## src/rtl/vector_ror_round_sequencer.sv

```systemverilog
// Multi-round lane-wise rotate-right sequencer: loads a block and key, applies
// in_rounds single-cycle lane RORs with the key rotating one lane per round.
module vector_ror_round_sequencer #(
    parameter int unsigned N  = 64,
    parameter int unsigned RW = 4
) (
    input  logic          clk,
    input  logic          rst_n,
    input  logic          flush,
    input  logic          in_valid,
    output logic          in_ready,
    input  logic [N-1:0]  in_data,
    input  logic [N-1:0]  in_key,
    input  logic [RW-1:0] in_rounds,
    output logic          out_valid,
    input  logic          out_ready,
    output logic [N-1:0]  out_data,
    output logic          busy
);

    localparam int unsigned LANES = N / 8;

    typedef enum logic [1:0] {
        IDLE = 2'd0,
        RUN  = 2'd1,
        DONE = 2'd2
    } state_e;

    state_e        state_q, state_d;
    logic [N-1:0]  data_q, data_d;
    logic [N-1:0]  key_q, key_d;
    logic [RW-1:0] cnt_q, cnt_d;

    // Rotate one 8-bit lane right by 0..7.
    function automatic logic [7:0] ror8(input logic [7:0] x, input logic [2:0] s);
        logic [15:0] w;
        w = {x, x} >> s;
        return w[7:0];
    endfunction

    always_ff @(posedge clk) begin
        if (!rst_n) begin
            state_q <= IDLE;
            data_q  <= '0;
            key_q   <= '0;
            cnt_q   <= '0;
        end else begin
            state_q <= state_d;
            data_q  <= data_d;
            key_q   <= key_d;
            cnt_q   <= cnt_d;
        end
    end

    // Next-state and datapath: flush only redirects the state, datapath holds.
    always_comb begin
        state_d = state_q;
        data_d  = data_q;
        key_d   = key_q;
        cnt_d   = cnt_q;
        if (flush) begin
            state_d = IDLE;
        end else begin
            unique case (state_q)
                IDLE: begin
                    if (in_valid) begin
                        data_d  = in_data;
                        key_d   = in_key;
                        cnt_d   = in_rounds;
                        state_d = (in_rounds != '0) ? RUN : DONE;
                    end
                end
                RUN: begin
                    for (int unsigned k = 0; k < LANES; k++) begin
                        data_d[8*k +: 8] = ror8(data_q[8*k +: 8], key_q[8*k +: 3]);
                    end
                    key_d = {key_q[7:0], key_q[N-1:8]};
                    cnt_d = cnt_q - RW'(1);
                    if (cnt_q == RW'(1)) begin
                        state_d = DONE;
                    end
                end
                DONE: begin
                    if (out_ready) begin
                        state_d = IDLE;
                    end
                end
                default: state_d = IDLE;
            endcase
        end
    end

    assign in_ready  = (state_q == IDLE);
    assign out_valid = (state_q == DONE);
    assign busy      = (state_q != IDLE);
    assign out_data  = data_q;

endmodule
```

## config.mk

```make
export PLATFORM = sky130hd
export DESIGN_NAME = vector_ror_round_sequencer
export DESIGN_NICKNAME = d
export VERILOG_FILES = /design/src/rtl/vector_ror_round_sequencer.sv
export SDC_FILE = /design/constraint.sdc
export NUM_CORES = 1
export LEC_CHECK = 0
export CORE_ASPECT_RATIO = 1.2
export CORE_MARGIN = 10
export CORE_UTILIZATION = 53
export CTS_CLUSTER_DIAMETER = 80
export CTS_CLUSTER_SIZE = 8
export DETAILED_ROUTE_END_ITERATION = 6
export PLACE_DENSITY = 0.95
export SLEW_MARGIN = 10
export SYNTH_ARGS = -nofsm -noshare
export SYNTH_HDL_FRONTEND = slang
export SYNTH_SLANG_ARGS = --single-unit
```

## constraint.sdc

```tcl
create_clock -name clk -period 4.12 [get_ports clk]
set_clock_uncertainty 0.1 [all_clocks]
set_input_delay 0.824 -clock clk [delete_from_list [all_inputs] [get_ports clk]]
set_output_delay 0.824 -clock clk [all_outputs]
set_load 0.005 [all_outputs]
```

# Word-level counts from Yosys, hierarchy flattened
# Cells that the tools add are included.
# W data, S select, Z words.
[classes]
n_addsub = 1
eq_ne = 6
shifts = 8
n_mux = 11
n_bitwise = 2
reduce_logical = 7
[ops]
columns = ["cell", "count"]
rows = [
  ["$pmux W64 S2", 2],
  ["$mux W64", 2],
  ["$shr A16 B3 Y8", 8],
  ["$mux W2", 4],
  ["$pmux W4 S2", 1],
  ["$pmux W2 S3", 1],
  ["$reduce_and A3 Y1", 2],
  ["$eq A4 B1 Y1 const B", 1],
  ["$mux W4", 1],
  ["$ne A2 B2 Y1 const B", 2],
  ["$reduce_bool A2 Y1", 2],
  ["$reduce_bool A4 Y1", 1],
  ["$sub A4 B1 Y4 const B", 1],
  ["$eq A2 B1 Y1 const B", 1],
  ["$eq A2 B2 Y1 const B", 1],
  ["$logic_not A2 Y1", 1],
  ["$ne A2 B1 Y1 const B", 1],
  ["$not A1 Y1", 2],
  ["$reduce_or A2 Y1", 1],
]
[totals]
register_bits = 134
input_bits = 137
output_inout_bits = 67
elab_cells = 39

# Logic depth before layout (Yosys ltp)
# Gate-level depths: netlist (run 1).
[logic_depth]
depth_word = 4
ltp_mapped = 7
depth_no_buf = 6

# Worst setup path after synthesis (run 1)
# OpenSTA, ideal clock, no wires.
[synth_path]
kind = "register -> output"
start = "register state_q[0]"
end = "output in_ready"
t_arrival_ps = 1178
required_ps = 3196
slack_ps = 2018
path_stages_with_launch = 6
n_path_buf = 3
cell_sequence = "dfxtp_1 -> clkbuf_1 -> buf_2 -> buf_2 -> or2_2 -> inv_1"
[synth_between]
elab_chain_cells = 1
[synth_rtl]
columns = ["item", "line", "rtl"]
rows = [
  ["start: declaration", "29", "state_e state_q, state_d;"],
  ["start signal: assignment", "48", "state_q <= state_d;"],
  ["$logic_not A2 Y1", "93", "assign in_ready = (state_q == IDLE);"],
  ["end: declaration", "11", "output logic in_ready,"],
]
# No other way between the ends.

# Worst setup path after layout (run 1)
[layout_path]
start = "register state_q[0]"
end = "output busy"
[layout_between]
elab_chain_cells = 1
[layout_rtl]
columns = ["item", "line", "rtl"]
rows = [
  ["$reduce_bool A2 Y1", "95", "assign busy = (state_q != IDLE);"],
  ["end: declaration", "18", "output logic busy"],
]
# No other way between the ends.

==> results list, run 1 <==
- Post-detailed-route DRC marker count: 0
- The top cell types in the final layout, fill and taps aside, are clkdlybuf4s50_1 (161), dfxtp_1 (93), o211a_1 (89), nor2b_1 (66), o221ai_1 (65).
- Number of clock sinks: 94
* Clock tree from TritonCTS: yes
- In this run the critical register-to-register path is launched from state_q[0]$_SDFFE_PP0P_.
- Final critical-path setup slack: 1.24 ns
- At the pin with the least slew margin, the transition time is 1.02 ns.
- In this run the critical register-to-register path is captured at out_data[15]$_SDFFE_PN0P_.
* Overall via count from detail_route: 6,279
- Antenna-violating nets left: 0
- Capturing element of the worst setup path: busy
- For met1 alone, demand over resource in global routing was 25.0%.
- Synthesis inferred 94 register bits.
- Final Routed Wirelength: 20,900 um
- The number of hold buffers added after CTS was 0.
- Detailed placement ended at an HPWL of 14,300 um.
- Busiest metal layer after global routing: met2
* Cell Area, Synth: 0.00712 mm^2
* Slowest stage cell on the critical path: dfxtp_2
- Stages on worst setup path: 2
* Worst Reg-to-Reg Cells: 3
* Sum of buffers and inverters on the critical path: 1
- Counting along the longest clock path gives a buffer depth of 2.
- Data arrives at the worst endpoint at 1.96 ns.
* Largest delay share family, worst path: flip-flops
* Worst Hold Slack: 0.400 ns
* Delay of the slowest cell on the worst path: 0.86 ns
- Entering global routing, the biggest net connects 93 pins.
- First-pass GRT wire length: 33,700 um
- Most frequent standard cell in the layout excluding fill and tap cells: clkdlybuf4s50_1
- The die covers 0.0185 mm^2.
* Max Slew Vio Count: 0
* Endpoints failing setup: 0
* Setup Buffers After CTS: 0
- Counting flops with a built-in enable in the synthesized netlist gives 0.
- Buffers inserted during clock tree synthesis total 9.
* Initial cell density of the core: 54.0%
* Crit path from: state_q[0]$_SDFFE_PP0P_
- Die W: 126 um
- Aggregate negative setup slack: 0 ns
- The floorplan step defined a core boundary enclosing 0.0132 mm^2.
* Post-DR vias/cell: 6.92
- The number of nets handed over by synthesis was 774.
* Post-DP Area: 0.00853 mm^2
* Yosys synthesis warning count: 0
- The total overflow left after global routing is 0.
- Dividing the detail-routed wire length by the instance count gives 23.1 um.
- Via count of the first global-routing pass: 6,365
- Once the clock tree was built, the resizer swapped 0 gates to a different size.
- Leaving out filler cells and counting taps, the final layout contains 907.
- Sort of element at the end of the critical path: output pin
* Min Tclk post-route: 2.88 ns
- Met2 GRT Util: 37.7%
* Vertical die dimension: 147 um
* Max Cap Violations: 0
* Met3 layer usage reported by global route: 5.04%
- The worst-case IR drop observed on VDD is 0.210 mV.
* Critical path data required time: 3.20 ns
- Root cell of the clock tree: clkbuf_16
- Number of endpoints with negative hold slack in the final report: 0
* Status: finished clean
* Power density over the cells: 295 mW/mm^2
- In the global route stage, overall resource usage came out at 21.7%.
- DR iter-0 viols: 664
* Pwr Total: 2.59 mW
- Traced cell by cell, the critical path runs through or2_2 > clkdlybuf4s50_1.
* Primary flip-flop cell chosen by synthesis mapping: dfxtp_1
- Detailed Routing Iterations Pass 1: 5
* Antenna violations before repair: 0
- After clock tree synthesis, the clock-pin slew on the worst setup and hold paths is 0.07 ns.
* Area Overhead vs Synth: 23.5%
- For this run, asynchronously set or reset flops after synthesis account for 0%.
- Worst hold path class: register to register
- Startpoint type of the worst setup path: register
* Leakage power: 3.95 nW
* Instance count after placement with tap cells included: 891
- Count of buffers from port buffering: 163
- Synthesis produced a netlist whose cell count is 635.
- After layout, the worst path uses 70.0% of the clock period.
- The synthesized netlist contains 33 unique library cells.
* Final core occ: 66.7%
- Highest achievable clock rate: 0.347 GHz
* CTS H-Tree Depth: 3
- Unrepaired setup endpoints after global routing: false
* Insertion delay of the later-clocked pin in the worst-skew pair: 0.34 ns
* Final instance area: 0.00879 mm^2
- Top fanout value on the critical path: 38
* Final Net Count: 873
- Critical path start-end classification: register to output pin
* Relative slew margins: 31.9%
- Worst-case setup slack after placement: 1.25 ns
- The floorplan has 46 rows.
- Gp weighted congestion: 0.841
- Sequential elements use 26.4% of the synthesized area.
* Total I/O pin count: 204
- Slack of the worst reg-to-reg path: 1.65 ns
- Ratio of cells with drive above 1 in the final layout: 5.01%
* Synthesized area divided by synthesized cell count: 11.2 um^2
- The repair_antennas step left the layout with diodes totalling 0.
## cell type report
| class | count | area (um^2) |
|---|---|---|
| fillers | 995 | 4390 |
| flip-flops and latches | 94 | 1880 |
| multi-input cells | 455 | 4730 |
| clock buffers | 12 | 246 |
| clock inverters | 4 | 22.5 |
| repair buffers | 171 | 1690 |
| well taps | 168 | 210 |
| inverters | 3 | 11.3 |
## synthesized netlist by cell type (7+ instances only)
cell,n,share of area [%]
nand2_1,53,2.8
nor2b_1,67,5.9
dfxtp_1,94,26
buf_6,16,2.5
o221ai_1,65,8.0
mux2i_1,64,9.0
buf_2,33,2.3
buf_4,8,0.84
mux4_2,7,2.2
o211a_1,89,13
nand3_1,25,1.8
mux4_1,57,21
clkbuf_1,20,1.1
## cell families (layout without fill, tap and decap cells)
| kind of cell | after synthesis | count (layout) | synth area share, % |
|---|---|---|---|
| AND/OR/NAND/NOR | 159 | 159 | 11.8 |
| AO/OA/AOI/OAI | 166 | 166 | 21.6 |
| multiplexers | 128 | 128 | 32.2 |
| flip-flops | 94 | 94 | 26.4 |
| buffers and inverters | 86 | 190 | 7.54 |
| adder cells (fa/ha/maj) | 2 | 2 | 0.351 |
## state kept, by name, indices dropped and copies added (netlist names)
name      cells
key_q        24
out_data     64
cnt_q         4
state_q       2
## worst min path at each step
stage	start	endpoint	slack (ns)	cells after the start
after floorplan	cnt_q[1]$_SDFFE_PN0P_	cnt_q[1]$_SDFFE_PN0P_	0.36	2
after global placement	cnt_q[1]$_SDFFE_PN0P_	cnt_q[1]$_SDFFE_PN0P_	0.37	2
after detailed placement	cnt_q[1]$_SDFFE_PN0P_	cnt_q[1]$_SDFFE_PN0P_	0.39	2
after CTS	cnt_q[1]$_SDFFE_PN0P_	cnt_q[1]$_SDFFE_PN0P_	0.40	2
after global routing	cnt_q[1]$_SDFFE_PN0P_	cnt_q[1]$_SDFFE_PN0P_	0.43	2
final	cnt_q[1]$_SDFFE_PN0P_	cnt_q[1]$_SDFFE_PN0P_	0.40	2
## tightest hold or removal path, delay by kind of cell (launching register included)
family | cells | cell delay, ns
compound gates | 1 | 0.05
flops | 1 | 0.34
simple gates | 1 | 0.06
## where the power goes
group          leakage [nW]  switching [mW]  internal [mW]
registers             0.776           0.150          0.980
logic                  3.04           0.262          0.424
clock network         0.132           0.353          0.423
total                  3.95           0.765           1.83
## routing by layer
layer / wire (um) / vias to the layer above
met5: 0 / -
met4: 593 / 0
met3: 1430 / 59
met2: 10800 / 325
met1: 8100 / 3110
li1: - / 2785
No activity file was read; power rests on OpenSTA's default activity.
==> run 2: changes to the inputs <==
CORE_UTILIZATION = 49   (was 53)
PLACE_DENSITY = 0.93   (was 0.95)
clock period = 2.93 ns   (was 4.12 ns; I/O delays follow)
==> run 2 against run 1 <==
  * Clock-buffer cell count fell by 1
  * Total power rose by 49%
  * Worst setup slack got worse by 0.82 ns
  * Worst hold slack gained 0.00077 ns
  * Highest routed layer unchanged
  * Clock power grew 69%
  * Critical path type unchanged
  * Final cell count grew 1.2%
  * Combinational power grew 41%
  * Final area increased by 1.7%
  * Utilization shrank 4.1 points
  * Sequential power up 41%
  * Flip-flop and latch count stayed put
==> results list, run 2 (synthesis results as in run 1) <==
- Combinational power share: 25.0% (-1.5 points)
- The number of setup buffers added after CTS came to 0 (unchanged).
- Min Tclk post-route: 2.51 ns
- The static power due to leakage was 4.02 nW (+1.7%).
- The measured slew at the worst slew-check pin was 0.744 ns (-0.277 ns).
- Antenna-violating nets left: 0 (unchanged)
- Initial cell density of the core: 49.8% (-4.2 points)
* Insertion delay of the later-clocked pin in the worst-skew pair: 0.35 ns (about the same)
* Post-DR vias/cell: 6.65 (-4.0%)
- Max Slew Vio Count: 0 (unchanged)
- The first-pass iteration count of the detailed router came to 7 (+2).
* Clock tree from TritonCTS: yes
* Sequential power share: 41.0% (-2.6 points)
- Filler cell count in the final layout: 1,117 (+12%)
- Sort of element at the end of the critical path: output pin
- Floorplan Core Area: 0.0143 mm^2 (+8.4%)
- Max Cap Violations: 0 (unchanged)
- Overall via count from detail_route: 6,104 (-2.8%)
- Signal arrival time at the worst endpoint: 1.83 ns (-0.13 ns)
- Net switching share of the total power: 28.2% (-1.4 points)
- HPWL after DPL: 14,300 um (-0.27%)
- The detail-routed net length per standard cell came to 22.3 um (-3.4%).
- Ratio of cells with drive above 1 in the final layout: 5.79% (+0.78 points)
- The internal power consumption is 2.78 mW (+52%).
- The number of clock sinks seen by CTS came to 94 (unchanged).
- The sum of routed wire length over all layers is 20,500 um (-2.2%).
* CTS H-Tree Depth: 3 (unchanged)
- Final critical-path setup slack: 0.416 ns (-0.820 ns)
- Number of clock buffers inserted by TritonCTS: 9 (unchanged)
- Relative slew margins: 50.4% (+18 points)
- Pwr Total: 3.87 mW (+49%)
- Total Die Area: 0.0198 mm^2 (+6.9%)
- Aggregate negative setup slack: 0 ns (unchanged)
* Startpoint type of the worst setup path: register
* DR iter-0 viols: 545 (-18%)
- Of the available clock period, the critical path in the final layout requires 85.8%.
* Power density over the cells: 432 mW/mm^2 (+47%)
- The maximum number of pins on one net before global-route repair came to 67 (-28%).
* Area Overhead vs Synth: 25.7%
- Number of endpoints with negative hold slack in the final report: 0 (unchanged)
- The total inserted antenna cells is 0 (unchanged).
- Clock transition time at the flip-flop clock pins of the worst setup and hold paths: 0.07 ns (about the same)
- The path class of the tightest hold or removal check is register to register.
- The total area of sequential cells came to 0.00188 mm^2 (unchanged).
- Gp weighted congestion: 0.862 (+2.6%)
- Standard-cell row count: 48 (+4.3%)
* Post-CTS resize count: 0 (unchanged)
- The initial antenna violation count was 0 (unchanged).
* Root cell of the clock tree: clkbuf_16
- The area of the multi-input gates is 0.00473 mm^2 (unchanged).
* Number of buffers between clock root and the deepest sink: 2 (unchanged)
* Total I/O pin count: 204 (unchanged)
* Peak supply drop: 0.307 mV (+46%)
- Most frequent standard cell in the layout excluding fill and tap cells: clkdlybuf4s50_1
- Die W: 130 um (+3.4%)
- The flip-flop count of the largest register, all copies and words added was 64 (unchanged).
* Endpoints failing setup: 0 (unchanged)
* Status: finished clean
- Setup repair after global routing left no endpoint under its margin.
- The die span in y is 152 um (+3.5%).
- Slack of the worst reg-to-reg path: 0.72 ns (-0.93 ns)
- Total routing resource utilization after global routing: 20.1% (-1.5 points)
- Net switching power: 1.09 mW (+42%)
- Derived from the worst setup path, the maximum achievable clock frequency is 0.398 GHz.
* GRT overflow: 0 (unchanged)
- The number of port buffers was 163 (unchanged).
- The net count reported at finish is 877 (+0.46%).
- The global-route wire length before repair was 32,800 um (-2.7%).
- Worst-case setup slack after placement: 0.649 ns (-0.600 ns)
- The via count of the first global-routing pass was 6,115 (-3.9%).
- Critical path start-end classification: register to output pin
- Highest-count cells in the layout ignoring fill and taps: clkdlybuf4s50_1 (161), dfxtp_1 (93), o211a_1 (89), nor2b_1 (66), o221ai_1 (65)
* Post-detailed-route DRC marker count: 0 (unchanged)
- Count of hold buffers inserted by post-cts repair: 0 (unchanged)
- Critical path data required time: 2.24 ns (-0.96 ns)
- Top fanout value on the critical path: 27 (-29%)
* Clk pwr share: 34.0% (+4.1 points)
## run 2: through the flow
step	hold WS (ns)	area, um^2	std cells	utilization [%]
after CTS	0.399	8950	918	62.6
after global placement	0.376	8610	902	60.3
after global routing	0.427	8950	918	62.6
after floorplan	0.358	7120	635	-
final	0.400	8950	918	62.6
after detailed placement	0.390	8610	902	60.3
## run 2: final cells by class
type,instances,share of cell area (%)
Timing Repair Buffer,175,19.8
Tap cell,175,2.45
Inverter,3,0.126
Multi-Input combinational cell,455,52.8
Clock inverter,5,0.909
Sequential cell,94,21.0
Clock buffer,11,2.82
## run 2: critical path, stage by stage, from the launching register on
cell and delay, ns:
dfxtp_2 0.73, or2_2 0.23, clkdlybuf4s50_1 0.50
## run 2: power groups by stage
stage / clock network, mW / registers (mW) / logic, mW
after floorplan: 0 / 1.49 / 0.687
after global placement: 0 / 1.60 / 0.938
after detailed placement: 0 / 1.61 / 0.962
after CTS: 1.34 / 1.58 / 0.970
after global routing: 1.38 / 1.61 / 1.04
final: 1.31 / 1.59 / 0.968
## run 2: worst paths after layout
| path | start | endpoint | cells past startpoint |
|---|---|---|---|
| worst max-delay path | state_q[0]$_SDFFE_PP0P_ | busy | 2 |
| worst min register to register | cnt_q[1]$_SDFFE_PN0P_ | cnt_q[1]$_SDFFE_PN0P_ | 2 |
| worst min-delay path | cnt_q[1]$_SDFFE_PN0P_ | cnt_q[1]$_SDFFE_PN0P_ | 2 |
| worst max register to register | state_q[0]$_SDFFE_PP0P_ | key_q[2]$_SDFFE_PN0P_ | 5 |
## run 2: layer usage
metal,vias to the layer above,share of wire (%),GRT usage [%]
met3,38,6.6,4.32
met2,248,51,33.8
li1,2797,-,-
met1,3021,40,24.3
met4,0,2.4,8.05
met5,-,0,0
